$ cat src/rtl/contador_pkg.sv
// Shared definitions for the contador time-base counter.
package contador_pkg;

  localparam int CNT_W_DEFAULT = 16;
  localparam int DIV_W         = 32;

  typedef logic [CNT_W_DEFAULT-1:0] count_t;

  // True when the default-width count is at its all-ones value
  function automatic logic is_max(input count_t v);
    return (v == '1);
  endfunction

endpackage

$ cat src/rtl/contador_tick_gen.sv
// Clock-enable prescaler: tick pulses once every DIV cycles of CLK.
// DIV=1 degenerates to a constant tick with no state.
module contador_tick_gen
  import contador_pkg::*;
#(
  parameter int unsigned DIV = 1
) (
  input  logic CLK,
  input  logic RST,
  input  logic en,
  output logic tick
);

  generate
    if (DIV <= 1) begin : g_bypass
      // Every cycle is a count cycle; en only gates the divider flops
      assign tick = en | 1'b1;
    end else begin : g_div
      localparam logic [DIV_W-1:0] LAST = DIV_W'(DIV - 1);
      logic [DIV_W-1:0] pcnt;

      // Count 0..DIV-1, frozen while en is low
      always_ff @(posedge CLK or negedge RST) begin
        if (!RST)    pcnt <= '0;
        else if (en) pcnt <= (pcnt == LAST) ? '0 : pcnt + DIV_W'(1);
      end

      assign tick = en && (pcnt == LAST);
    end
  endgenerate

endmodule

$ cat src/rtl/contador_16b.sv
// Free-running WIDTH-bit up-counter with DIV-cycle prescaler.
// Define CONTADOR_SATURATE_EN to make Q stop at all-ones instead of wrapping.
module contador_16b
  import contador_pkg::*;
#(
  parameter int          WIDTH = CNT_W_DEFAULT,
  parameter int unsigned DIV   = 1
) (
  input  logic             CLK,
  input  logic             RST,
  output logic [WIDTH-1:0] Q
);

  logic tick;
  logic tick_en;

  contador_tick_gen #(.DIV(DIV)) u_tick (
    .CLK  (CLK),
    .RST  (RST),
    .en   (tick_en),
    .tick (tick)
  );

`ifdef CONTADOR_SATURATE_EN
  logic at_max;
  logic sat_hold;

  generate
    if (WIDTH == CNT_W_DEFAULT) begin : g_max16
      assign at_max = is_max(count_t'(Q));
    end else begin : g_maxn
      assign at_max = &Q;
    end
  endgenerate

  // Latch saturation so the prescaler can be parked until reset
  always_ff @(posedge CLK or negedge RST) begin
    if (!RST)        sat_hold <= 1'b0;
    else if (at_max) sat_hold <= 1'b1;
  end

  assign tick_en = ~sat_hold;

  // Increment on tick, holding once all-ones is reached
  always_ff @(posedge CLK or negedge RST) begin
    if (!RST)                Q <= '0;
    else if (tick && !at_max) Q <= Q + WIDTH'(1);
  end
`else
  assign tick_en = 1'b1;

  // Increment on tick, wrapping modulo 2^WIDTH
  always_ff @(posedge CLK or negedge RST) begin
    if (!RST)     Q <= '0;
    else if (tick) Q <= Q + WIDTH'(1);
  end
`endif

endmodule

$ cat config.mk
export PLATFORM = sky130hd
export DESIGN_NAME = contador_16b
export DESIGN_NICKNAME = d
export VERILOG_FILES = /design/src/rtl/contador_pkg.sv /design/src/rtl/contador_tick_gen.sv /design/src/rtl/contador_16b.sv
export SDC_FILE = /design/constraint.sdc
export NUM_CORES = 1
export LEC_CHECK = 0
export BUFFER_PORTS_ARGS = -buffer_cell sky130_fd_sc_hd__buf_2
export CORE_UTILIZATION = 40
export CTS_CLUSTER_DIAMETER = 100
export CTS_CLUSTER_SIZE = 24
export DETAILED_ROUTE_END_ITERATION = 10
export SLEW_MARGIN = 25
export SYNTH_ARGS = -nofsm -noshare
export SYNTH_HDL_FRONTEND = slang
export SYNTH_SLANG_ARGS = --single-unit
$ cat constraint.sdc
create_clock -name CLK -period 1.6 [get_ports CLK]
set_clock_uncertainty 0.2 [all_clocks]
set_input_delay 0.08 -clock CLK [delete_from_list [all_inputs] [get_ports CLK]]
set_output_delay 0.08 -clock CLK [all_outputs]
set_load 0.02 [all_outputs]
==> impl_metrics.csv <==
group,metric,value,unit
power_and_ir_drop,power_density,721,nW/um^2
route,via_per_inst,5.19,
clock_network,cts_tree,"done",
clock_network,cts.sinks,16,
synth,ys_seq_area_share,57.5,%
final_layout,top_register,"Q",
global_route,grt_use_met2,21.5,%
synth,syn_area_per_cell,12.0,um^2
synth,synth_compound_area_share,0,%
timing,tightest_slew,0.366,ns
clock_network,clk-insertion-delay-late,0.28,ns
clock_network,h-tree-depth,1,
global_route,grt.total_usage,15.3,%
global_route,antenna_found_initial,0,
outcome,status,"finished, violations left",
critical_path,critPathRequiredTime,1.61,ns
timing,timing.final.crit_period,1.48,ns
final_layout,fillers,132,
final_layout,layout_commonest_cell,"buf_2",
floorplanning,die_area,1910,um^2
clock_network,clk_pin_slew_worst_paths,0.09,ns
timing,finalSetupViolCount,0,
place,dp_hpwl,879,um
global_route,grt_use_met1,20.5,%
place,post-place-ws,0.122,ns
final_layout,instances_no_fill,97,
critical_path,cp_slowest_cell,"dfrtp_1",
clock_network,clockBufferDepth,2,
timing,setup_slack,0.121,ns
final_layout,syn2layout_area_growth,22.6,%
synth,synthMuxAreaShare,0,%
power_and_ir_drop,leakage,0.440,nW
power_and_ir_drop,peakVddDrop,0.469,mV
place,dpl.cell_count,93,
outcome,violations,"design-rule violations",
route,num_vias,503,
final_layout,layout_common_cells,"buf_2, dfrtp_1, xor2_1",
floorplanning,die_w,43.7,um
timing,whs,0.0392,ns
final_layout,largest_reg_flops,16,
synth,syn_inst,58,
critical_path,cp_slowest_stage_delay,0.43,ns
synth,synthAdderAreaFrac,1.80,%
timing,final.setup.tns,0,ns
synth,synth_cell_types,12,
timing,period_share,92.5,%
synth,synth_top_family_by_area,"simple AND/OR/NAND/NOR gates",
critical_path,cp_data_arrival_time,1.49,ns
route,drtIter0Drc,16,
floorplanning,num_rows,14,
timing,hold_violations,0,
critical_path,path_class,"reg -> reg",
synth,synth_nets,61,
timing,drv_slew,0,
global_route,grt_max_degree,17,
job,drv_cap,0,
floorplanning,die_y,43.7,um
place,gp_congestion,0.705,
worst_hold_path,hold_class,"in -> async",
route,wl_per_cell,12.5,um
critical_path,endpoint_kind,"flip-flop",
power_and_ir_drop,totalPowerFinal,0.000616,W
global_route,grt_overflow,0,
critical_path,worstPathMaxFanout,5,
synth,yosys.area_share.simple,21.5,%
critical_path,worstSetupStartpointType,"flip-flop",
route,wl,1.21,mm
final_layout,n_antenna_cell,0,
floorplanning,initial_core_util,44.7,%
final_layout,drive_gt1_share,34.6,%
global_route,grt_pass1_vias,447,
global_route,grtUsageMet3,7.50,%
route,drc_errors,2,
floorplanning,core_area,1560,um^2
place,portBuffers,17,
clock_network,cts-root-buf,"clkbuf_4",
final_layout,reg.largest.list,"Q (16)",
critical_path,path_cells,"ha_1 -> nand4_1 -> nor3_1 -> xnor2_1",
route,detail-route-antenna-nets,0,
floorplanning,ios,18,
synth,synth-seq-cells,16,
clock_network,post_cts.repair.setup_buffers,0,
synth,yosysWarnings,0,
timing,slew_headroom,75.6,%
final_layout,nets,86,
timing,grt_setup_unrepaired,"no",
global_route,grt-busiest-layer,"met2",
route,dr.pass1.iters,7,
synth,syn-cell-area,697,um^2
clock_network,cts_buffers,3,
synth,synth-xor-area-share,17.6,%
timing,fmax,676,MHz
global_route,grt_pass1_wl,2.05,mm
-- Yosys cell counts (all sizes together) --
master,instances,area share (%)
dfrtp,16,57
xor2,10,13
nand3,5,3.6
nand2,4,2.2
nand4,4,5.4
nor2,4,2.2
nor3,4,2.9
xnor2,4,5.0
inv,3,1.6
nor4,3,5.4
ha,1,1.8
-- area by class of cell --
class                      count  area (um^2)  area share (%)
sequential                    16          400            46.9
multi-input combinational     39          290            34.0
timing repair buffer          20          110            12.9
clock buffer                   3         22.5            2.64
tap                           16         20.0            2.34
inverter                       3         11.3            1.32
-- critical path, delay by kind of cell, from the launching register on --
kind / cells / cell delay (ns)
XOR/XNOR: 1 / 0.14
adder cells (fa/ha/maj): 1 / 0.19
flip-flops: 1 / 0.43
AND/OR/NAND/NOR: 2 / 0.44
-- logic make-up after synthesis --
family                     Yosys count
adders and majority gates            1
xor gates and xnor gates            14
DFF                                 16
buffers and inverters                3
and+or+nand+nor                     24
-- power by group --
part           internal [W]  switching, W
sequential         0.000404             0
clock             0.0000872      0.000114
combinational    0.00000247    0.00000795
total              0.000494      0.000122
-- routing by layer --
metal | wire, um | vias up
met3 | 47 | 0
met4 | 0 | 0
li1 | - | 248
met1 | 613 | 243
met2 | 549 | 12
met5 | 0 | -
-- stage by stage --
| step | util (%) | cell area [um^2] |
|---|---|---|
| floorplan | - | 697 |
| global placement | 52.4 | 817 |
| detailed placement | 52.4 | 817 |
| CTS | 54.5 | 850 |
| global route | 54.8 | 855 |
| finish | 54.8 | 855 |
-- repair_timing --
item | in CTS | in global routing
hold endpoints to repair | 16 | 0
endpoints found under the setup margin | 0 | 1
hold buffers | 1 | 0
resized for setup | 0 | 1
-- final timing paths --
path,start,endpoint,slack (ns),cells past startpoint
worst min-delay path,RST,Q[6],0.04,2
min in group CLK,Q[15],Q[15],0.27,1
max in group asynchronous,RST,Q[7],0.89,2
worst max-delay path,Q[0],Q[12],0.12,4
worst max register to register,Q[0],Q[12],0.12,4
worst min register to register,Q[15],Q[15],0.27,1
(Power assumes the default switching activity.)
